<file path="config.mk">
export PLATFORM = sky130hd
export DESIGN_NAME = west_input_buffer_flat
export DESIGN_NICKNAME = d
export VERILOG_FILES = /design/src/rtl/west_input_buffer_pkg.sv /design/src/rtl/west_input_buffer_if.sv /design/src/rtl/noc_flit_fifo.sv /design/src/rtl/west_input_buffer.sv /design/src/flat_wrapper.sv
export SDC_FILE = /design/constraint.sdc
export NUM_CORES = 1
export LEC_CHECK = 0
export ABC_CLOCK_PERIOD_IN_PS = 3790
export BUFFER_PORTS_ARGS = -buffer_cell sky130_fd_sc_hd__buf_2
export CAP_MARGIN = 20
export CORE_AREA = 2 2 102 104
export CTS_CLUSTER_SIZE = 20
export DETAILED_ROUTE_END_ITERATION = 12
export DIE_AREA = 0 0 104 106
export GPL_TIMING_DRIVEN = 1
export PLACE_DENSITY = 0.54
export SLEW_MARGIN = 20
export SYNTH_ARGS = -nofsm -noshare
export SYNTH_HDL_FRONTEND = slang
export SYNTH_HIERARCHICAL = 1
export SYNTH_SLANG_ARGS = --single-unit
</file>
<file path="constraint.sdc">
create_clock -name clk -period 3.79 [get_ports clk]
set_clock_uncertainty 0.1 [all_clocks]
set_input_delay 0.379 -clock clk [delete_from_list [all_inputs] [get_ports clk]]
set_output_delay 0.379 -clock clk [all_outputs]
set_load 0.05 [all_outputs]
</file>
<file path="src/rtl/west_input_buffer_pkg.sv">
// Shared NoC definitions for the West input buffer: flit type codes, flit width,
// output-port one-hot indices, FSM state encoding and flit classification helpers.
package west_input_buffer_pkg;

    localparam int NOC_FLIT_W = 8;
    localparam int NUM_PORTS  = 5;

    localparam int PORT_L = 0;
    localparam int PORT_E = 1;
    localparam int PORT_W = 2;
    localparam int PORT_S = 3;
    localparam int PORT_N = 4;

    typedef enum logic [1:0] {
        FT_BODY   = 2'b00,
        FT_TAIL   = 2'b01,
        FT_HDR    = 2'b10,
        FT_SINGLE = 2'b11
    } flit_type_t;

    typedef enum logic [1:0] {
        ST_IDLE   = 2'b00,
        ST_ACTIVE = 2'b01,
        ST_DROP   = 2'b10
    } ib_state_t;

    function automatic flit_type_t flit_type(input logic [NOC_FLIT_W-1:0] flit);
        return flit_type_t'(flit[NOC_FLIT_W-1 -: 2]);
    endfunction

    function automatic logic opens_packet(input flit_type_t ft);
        return (ft == FT_HDR) || (ft == FT_SINGLE);
    endfunction

    function automatic logic closes_packet(input flit_type_t ft);
        return (ft == FT_TAIL) || (ft == FT_SINGLE);
    endfunction

endpackage

</file>
<file path="src/rtl/west_input_buffer_if.sv">
// Signal bundle between the West input buffer and its neighbours: link, routing
// logic, switch allocator and crossbar.
interface west_input_buffer_if;
    import west_input_buffer_pkg::*;

    logic [NOC_FLIT_W-1:0] flit_in;
    logic                  flit_in_valid;
    logic                  flit_in_ready;
    logic [NOC_FLIT_W-1:0] head_flit;
    logic                  rt_e1;
    logic                  rt_e2;
    logic                  rt_e3;
    logic                  rt_e4;
    logic                  rt_e5;
    logic [NUM_PORTS-1:0]  req;
    logic                  grant;
    logic [NOC_FLIT_W-1:0] flit_out;
    logic                  flit_out_valid;
    logic                  err_drop;

    modport slave (
        input  flit_in, flit_in_valid, rt_e1, rt_e2, rt_e3, rt_e4, rt_e5, grant,
        output flit_in_ready, head_flit, req, flit_out, flit_out_valid, err_drop
    );

    modport master (
        output flit_in, flit_in_valid, rt_e1, rt_e2, rt_e3, rt_e4, rt_e5, grant,
        input  flit_in_ready, head_flit, req, flit_out, flit_out_valid, err_drop
    );

endinterface

</file>
<file path="src/rtl/noc_flit_fifo.sv">
// Synchronous flit FIFO with occupancy count; the head is read straight from storage
// so a flit pushed into an empty FIFO shows up on the cycle after the push.
module noc_flit_fifo #(
    parameter int DEPTH = 4,
    parameter int PTR_W = 2,
    parameter int W     = 8
) (
    input  logic           clk,
    input  logic           rst_n,
    input  logic           push,
    input  logic [W-1:0]   din,
    input  logic           pop,
    output logic           full,
    output logic           empty,
    output logic [W-1:0]   head,
    output logic [PTR_W:0] count
);

    logic [W-1:0]     mem_r [DEPTH];
    logic [PTR_W-1:0] wr_ptr_r;
    logic [PTR_W-1:0] rd_ptr_r;
    logic [PTR_W:0]   count_r;
    logic             do_push_s;
    logic             do_pop_s;

    assign do_push_s = push && !full;
    assign do_pop_s  = pop && !empty;

    // Storage carries no reset; only the pointers define which entries are live.
    always_ff @(posedge clk) begin
        if (do_push_s) begin
            mem_r[wr_ptr_r] <= din;
        end
    end

    // Pointer and occupancy update; pointers wrap naturally since DEPTH is a power of two.
    always_ff @(posedge clk) begin
        if (!rst_n) begin
            wr_ptr_r <= '0;
            rd_ptr_r <= '0;
            count_r  <= '0;
        end else begin
            if (do_push_s) begin
                wr_ptr_r <= wr_ptr_r + PTR_W'(1);
            end
            if (do_pop_s) begin
                rd_ptr_r <= rd_ptr_r + PTR_W'(1);
            end
            count_r <= count_r + (PTR_W+1)'(do_push_s) - (PTR_W+1)'(do_pop_s);
        end
    end

    assign full  = (count_r == (PTR_W+1)'(DEPTH));
    assign empty = (count_r == '0);
    assign head  = mem_r[rd_ptr_r];
    assign count = count_r;

endmodule

</file>
<file path="src/rtl/west_input_buffer.sv">
// West input port: buffers link flits, latches the routing decision for a whole
// wormhole packet, requests the allocator and forwards granted flits to the crossbar.
module west_input_buffer
    import west_input_buffer_pkg::*;
#(
    parameter int DEPTH  = 4,
    parameter int PTR_W  = 2,
    parameter int FLIT_W = NOC_FLIT_W
) (
    input  logic                clk,
    input  logic                rst_n,
    west_input_buffer_if.slave  bus
);

    logic                 fifo_full_s;
    logic                 fifo_empty_s;
    logic [FLIT_W-1:0]    head_s;
    logic [PTR_W:0]       count_s;
    logic [PTR_W:0]       count_next_s;
    logic                 push_s;
    logic                 pop_s;
    logic                 fwd_s;
    logic                 drop_s;
    flit_type_t           head_type_s;
    logic [NUM_PORTS-1:0] route_in_s;

    ib_state_t            state_r;
    ib_state_t            state_next_s;
    logic [NUM_PORTS-1:0] route_r;
    logic [NUM_PORTS-1:0] route_next_s;
    logic [NUM_PORTS-1:0] req_r;
    logic [FLIT_W-1:0]    flit_out_r;
    logic                 flit_out_valid_r;
    logic                 err_drop_r;

    assign push_s      = bus.flit_in_valid && !fifo_full_s;
    assign route_in_s  = {bus.rt_e5, bus.rt_e4, bus.rt_e3, bus.rt_e2, bus.rt_e1};
    assign head_type_s = flit_type(head_s);

    noc_flit_fifo #(
        .DEPTH (DEPTH),
        .PTR_W (PTR_W),
        .W     (FLIT_W)
    ) u_fifo (
        .clk   (clk),
        .rst_n (rst_n),
        .push  (push_s),
        .din   (bus.flit_in),
        .pop   (pop_s),
        .full  (fifo_full_s),
        .empty (fifo_empty_s),
        .head  (head_s),
        .count (count_s)
    );

    // Next-state, pop and forward/drop decisions for the wormhole FSM.
    always_comb begin
        state_next_s = state_r;
        route_next_s = route_r;
        pop_s        = 1'b0;
        fwd_s        = 1'b0;
        drop_s       = 1'b0;
        case (state_r)
            ST_IDLE: begin
                if (fifo_empty_s) begin
                    state_next_s = ST_IDLE;
                end else if (opens_packet(head_type_s)) begin
                    if (route_in_s != '0) begin
                        route_next_s = route_in_s;
                        state_next_s = ST_ACTIVE;
                    end else begin
                        // Undefined destination: discard the header and the rest of its packet.
                        pop_s  = 1'b1;
                        drop_s = 1'b1;
                        if (head_type_s == FT_HDR) begin
                            state_next_s = ST_DROP;
                        end else begin
                            state_next_s = ST_IDLE;
                        end
                    end
                end else begin
                    pop_s        = 1'b1;
                    drop_s       = 1'b1;
                    state_next_s = ST_IDLE;
                end
            end
            ST_ACTIVE: begin
                if (bus.grant && (req_r != '0) && !fifo_empty_s) begin
                    pop_s = 1'b1;
                    fwd_s = 1'b1;
                    if (closes_packet(head_type_s)) begin
                        route_next_s = '0;
                        state_next_s = ST_IDLE;
                    end else begin
                        state_next_s = ST_ACTIVE;
                    end
                end else begin
                    state_next_s = ST_ACTIVE;
                end
            end
            ST_DROP: begin
                if (!fifo_empty_s) begin
                    pop_s = 1'b1;
                    if (head_type_s == FT_TAIL) begin
                        state_next_s = ST_IDLE;
                    end else begin
                        state_next_s = ST_DROP;
                    end
                end else begin
                    state_next_s = ST_DROP;
                end
            end
            default: begin
                state_next_s = ST_IDLE;
                route_next_s = '0;
            end
        endcase
    end

    assign count_next_s = count_s + (PTR_W+1)'(push_s) - (PTR_W+1)'(pop_s);

    // Registered FSM state, route latch and every output toward allocator and crossbar.
    always_ff @(posedge clk) begin
        if (!rst_n) begin
            state_r          <= ST_IDLE;
            route_r          <= '0;
            req_r            <= '0;
            flit_out_r       <= '0;
            flit_out_valid_r <= 1'b0;
            err_drop_r       <= 1'b0;
        end else begin
            state_r          <= state_next_s;
            route_r          <= route_next_s;
            // req tracks the FIFO occupancy the allocator will see next cycle.
            req_r            <= ((state_next_s == ST_ACTIVE) && (count_next_s != '0)) ?
                                route_next_s : '0;
            flit_out_valid_r <= fwd_s;
            if (fwd_s) begin
                flit_out_r <= head_s;
            end
            if (drop_s) begin
                err_drop_r <= 1'b1;
            end
        end
    end

    assign bus.flit_in_ready  = !fifo_full_s;
    assign bus.head_flit      = head_s;
    assign bus.req            = req_r;
    assign bus.flit_out       = flit_out_r;
    assign bus.flit_out_valid = flit_out_valid_r;
    assign bus.err_drop       = err_drop_r;

endmodule
</file>
<file path="src/flat_wrapper.sv">
// flat-port wrapper written by rule: the top's interface ports become plain ports
module west_input_buffer_flat import west_input_buffer_pkg::*;
#(
    parameter int DEPTH  = 4,
    parameter int PTR_W  = 2,
    parameter int FLIT_W = NOC_FLIT_W
)
  (clk, rst_n, bus_flit_in, bus_flit_in_valid, bus_rt_e1, bus_rt_e2, bus_rt_e3, bus_rt_e4, bus_rt_e5, bus_grant, bus_flit_in_ready, bus_head_flit, bus_req, bus_flit_out, bus_flit_out_valid, bus_err_drop);
  west_input_buffer_if bus_i ();
  input  logic clk;
  input  logic rst_n;
  input wire logic [$bits(bus_i.flit_in)-1:0] bus_flit_in;
  input wire logic [$bits(bus_i.flit_in_valid)-1:0] bus_flit_in_valid;
  input wire logic [$bits(bus_i.rt_e1)-1:0] bus_rt_e1;
  input wire logic [$bits(bus_i.rt_e2)-1:0] bus_rt_e2;
  input wire logic [$bits(bus_i.rt_e3)-1:0] bus_rt_e3;
  input wire logic [$bits(bus_i.rt_e4)-1:0] bus_rt_e4;
  input wire logic [$bits(bus_i.rt_e5)-1:0] bus_rt_e5;
  input wire logic [$bits(bus_i.grant)-1:0] bus_grant;
  output wire logic [$bits(bus_i.flit_in_ready)-1:0] bus_flit_in_ready;
  output wire logic [$bits(bus_i.head_flit)-1:0] bus_head_flit;
  output wire logic [$bits(bus_i.req)-1:0] bus_req;
  output wire logic [$bits(bus_i.flit_out)-1:0] bus_flit_out;
  output wire logic [$bits(bus_i.flit_out_valid)-1:0] bus_flit_out_valid;
  output wire logic [$bits(bus_i.err_drop)-1:0] bus_err_drop;
  assign bus_i.flit_in = bus_flit_in;
  assign bus_i.flit_in_valid = bus_flit_in_valid;
  assign bus_i.rt_e1 = bus_rt_e1;
  assign bus_i.rt_e2 = bus_rt_e2;
  assign bus_i.rt_e3 = bus_rt_e3;
  assign bus_i.rt_e4 = bus_rt_e4;
  assign bus_i.rt_e5 = bus_rt_e5;
  assign bus_i.grant = bus_grant;
  assign bus_flit_in_ready = bus_i.flit_in_ready;
  assign bus_head_flit = bus_i.head_flit;
  assign bus_req = bus_i.req;
  assign bus_flit_out = bus_i.flit_out;
  assign bus_flit_out_valid = bus_i.flit_out_valid;
  assign bus_err_drop = bus_i.err_drop;
  west_input_buffer #(.DEPTH(DEPTH), .PTR_W(PTR_W), .FLIT_W(FLIT_W)) u_core (.clk(clk), .rst_n(rst_n), .bus(bus_i));
endmodule
</file>
==> metrics <==
fmax=296 MHz; placement row count=37; crit path DAT=3480 ps; final hold vios=0; routed wire length=5.31 mm; CP Launch Type=flip-flop; CTS tree=done; worst path cell trace=mux4_2 -> o21ai_0 -> o21bai_1 -> a21oi_1 -> ha_1 -> inv_1 -> ha_1 -> fa_1 -> xnor3_1 -> or3_1 -> o311ai_4 -> a211oi_1; grt ovf=0; internal cell power=0.00159 W; first-pass GRT wire length=8.85 mm; Crit. End Element=flip-flop; status=completed; clk sinks=63; root buffer cell=clkbuf_8; NetSw=0.000979 W; GRT Total Usage=10.4%; P_leak=1.23 nW; post-cts sizing count=0; Clk pwr share=25.7%; setup_tns=0 ps; Clock Latency Late Sink=340 ps; sw frac=38.1%; Maximum Capacitance Violations=0; most used cell, CP=ha_1; number of DRC markers in iteration 0=80; EDFF count, synth=32; Ports=41; synthesis-stage register bit count=63; Post-Syn Area per Cell=13.8 µm²; Netlist cell types=43; Data required, critical path=3890 ps; area growth from synthesis to layout=21.2%; quantity of I/O buffers inserted on ports=40; dpl cells=368; syn nets=224; Synth Cell Area=0.00272 mm²; critical path type=flip-flop to flip-flop; Ys Warns=6; non-filler instance count after layout=384; drt wl/cell=13.8 µm; Synth async-reset ratio=0%; CTS buffer count=9; CP max-delay cell=mux4_2; H-tree depth=3; filler cell count=1008; logic gate share of total power=38.4%; Nets=270; # hold bufs at CTS=0; worst relative slew slack=66.2%; Flop pwr share=36.0%; via-per-instance ratio=4.50; Final setup viols=0; HPWL after DPL=3.82 mm; Pre-antenna DRT Iters=4; fin crit share=89.2%; initial core utilization=27.2%; hold_sp=bus_flit_in[1]; DIE HEIGHT=106 µm; Core Area=0.0100 mm²; min Tclk post-route=3380 ps; Worst path top cell family by delay=compound AO/OA/AOI/OAI gates; remaining antenna violation count=0; Final Slew Violations=0; CTS clk-pin slew, worst paths=80 ps; RePlAce Congestion=0.776; vias in the first global route=1700; clk buf depth=2; Die Wd=104 µm; RSZ-0062 raised after global routing=no; top_reg_cell synth=edfxtp_1; path type of the worst min-delay path=primary input to flip-flop; Crit Path Max Fanout=7; Max stage delay on crit path=600 ps; Die ar.=0.0110 mm²; layout cells sized above 1=30.6%; CP bufs+invs=1; cell count after synthesis=197; Ant. Diodes=0; worst-margin pin slew=501 ps; Remaining DRCs=0; P per Cell Area=777 mW/mm²; antenna violations before repair=0; via count=1728; largest net degree at the start of global routing=23; post-CTS setup buffer count=0; VDD IR max=0.191 mV; Seq/Total Area, Yosys=58.1%
==> layer usage <==
| metal | wire length (µm) | part of all wire (%) | GRT usage (%) | vias to the layer above |
|---|---|---|---|---|
| met2 | 2680 | 51 | 16.6 | 37 |
| li1 | - | - | - | 828 |
| met4 | 59 | 1.1 | 5.21 | 0 |
| met1 | 2390 | 45 | 12.7 | 859 |
| met5 | 0 | 0 | 0 | - |
| met3 | 169 | 3.2 | 3.07 | 4 |
==> logic make-up after synthesis <==
logic type      count (synthesis)  share of synthesized area (%)
flops                          63                           58.1
simple gates                   49                           11.9
compound gates                 33                           9.83
buf+inv                        21                           3.31
mux                            18                           10.3
fa+ha+maj                      10                           5.14
xor+xnor                        3                           1.47
==> worst paths after layout <==
path / endpoint / slack (ps) / cells past startpoint
worst min register to register: flip-flop / 400 / 2
worst min-delay path: u_core/u_fifo/mem_r[1][1] / 150 / 1
worst max-delay path: u_core/bus.req[1] / 410 / 12
worst max register to register: u_core/bus.req[1] / 410 / 12
==> sequential cells by signal, summed over array words and instances, names as in the netlist, named ones only <==
name / flops
u_core/bus.flit_out: 8
u_core/u_fifo/mem_r: 32
u_core/state_r: 2
u_core/bus.flit_out_valid: 1
u_core/u_fifo/rd_ptr_r: 2
u_core/bus.req: 5
u_core/bus.err_drop: 1
u_core/u_fifo/wr_ptr_r: 2
u_core/u_fifo/count: 3
u_core/route_r: 5
==> layout by cell type (no fill, tap or decap), types with 6 or more instances in the layout <==
| cell | instances |
|---|---|
| dfxtp_1 | 31 |
| inv_1 | 13 |
| nand2_1 | 10 |
| clkbuf_8 | 9 |
| o21ai_0 | 6 |
| a21oi_1 | 7 |
| mux4_2 | 8 |
| and2_1 | 8 |
| mux2i_1 | 10 |
| ha_1 | 8 |
| edfxtp_1 | 32 |
| nor2b_1 | 12 |
| buf_2 | 40 |
==> metrics by stage <==
stage | worst slack [ps] | area [µm²] | hold slack, ps | power, W | utilization [%]
2_1_floorplan | 303 | 2720 | 356 | 0.00170 | -
6_report | 411 | 3300 | 149 | 0.00257 | 33.0
3_5_place_dp | 199 | 3080 | 386 | 0.00193 | 30.8
3_3_place_gp | 324 | 3080 | 377 | 0.00192 | 30.8
5_1_grt | 199 | 3300 | 126 | 0.00274 | 33.0
4_1_cts | 379 | 3300 | 131 | 0.00260 | 33.0
==> area by class of cell <==
class | count | area, µm² | area share (%)
flip-flops and latches | 63 | 1580 | 47.9
multi-input cells | 113 | 1050 | 31.9
repair buffers | 43 | 223 | 6.74
well taps | 136 | 170 | 5.15
clock buffers | 9 | 124 | 3.75
clock inverters | 7 | 103 | 3.11
inverters | 13 | 48.8 | 1.48
==> cell usage after synthesis (2+ instances only) <==
cell / count / area share (%)
a211oi_1: 5 / 1.4
a21oi_1: 7 / 1.3
a32oi_1: 5 / 1.6
and2_1: 8 / 1.8
buf_2: 3 / 0.55
clkbuf_1: 4 / 0.55
dfxtp_1: 31 / 23
edfxtp_1: 32 / 35
fa_1: 2 / 1.5
ha_1: 8 / 3.7
inv_1: 13 / 1.8
mux2i_1: 10 / 3.7
mux4_2: 8 / 6.6
nand2_1: 10 / 1.4
nand4_1: 5 / 1.1
nor2b_1: 12 / 2.8
o21ai_0: 6 / 1.1
or3_1: 2 / 0.46
or4_4: 2 / 0.83
==> power groups by stage <==
stage | registers [W] | logic (W) | clock network (W)
2_1_floorplan | 0.000972 | 0.000731 | 0
3_3_place_gp | 0.000936 | 0.000982 | 0
3_5_place_dp | 0.000938 | 0.000992 | 0
4_1_cts | 0.000923 | 0.000995 | 0.000678
5_1_grt | 0.000938 | 0.00109 | 0.000713
6_report | 0.000923 | 0.000985 | 0.000659
No activity file was read; power rests on OpenSTA's default activity.
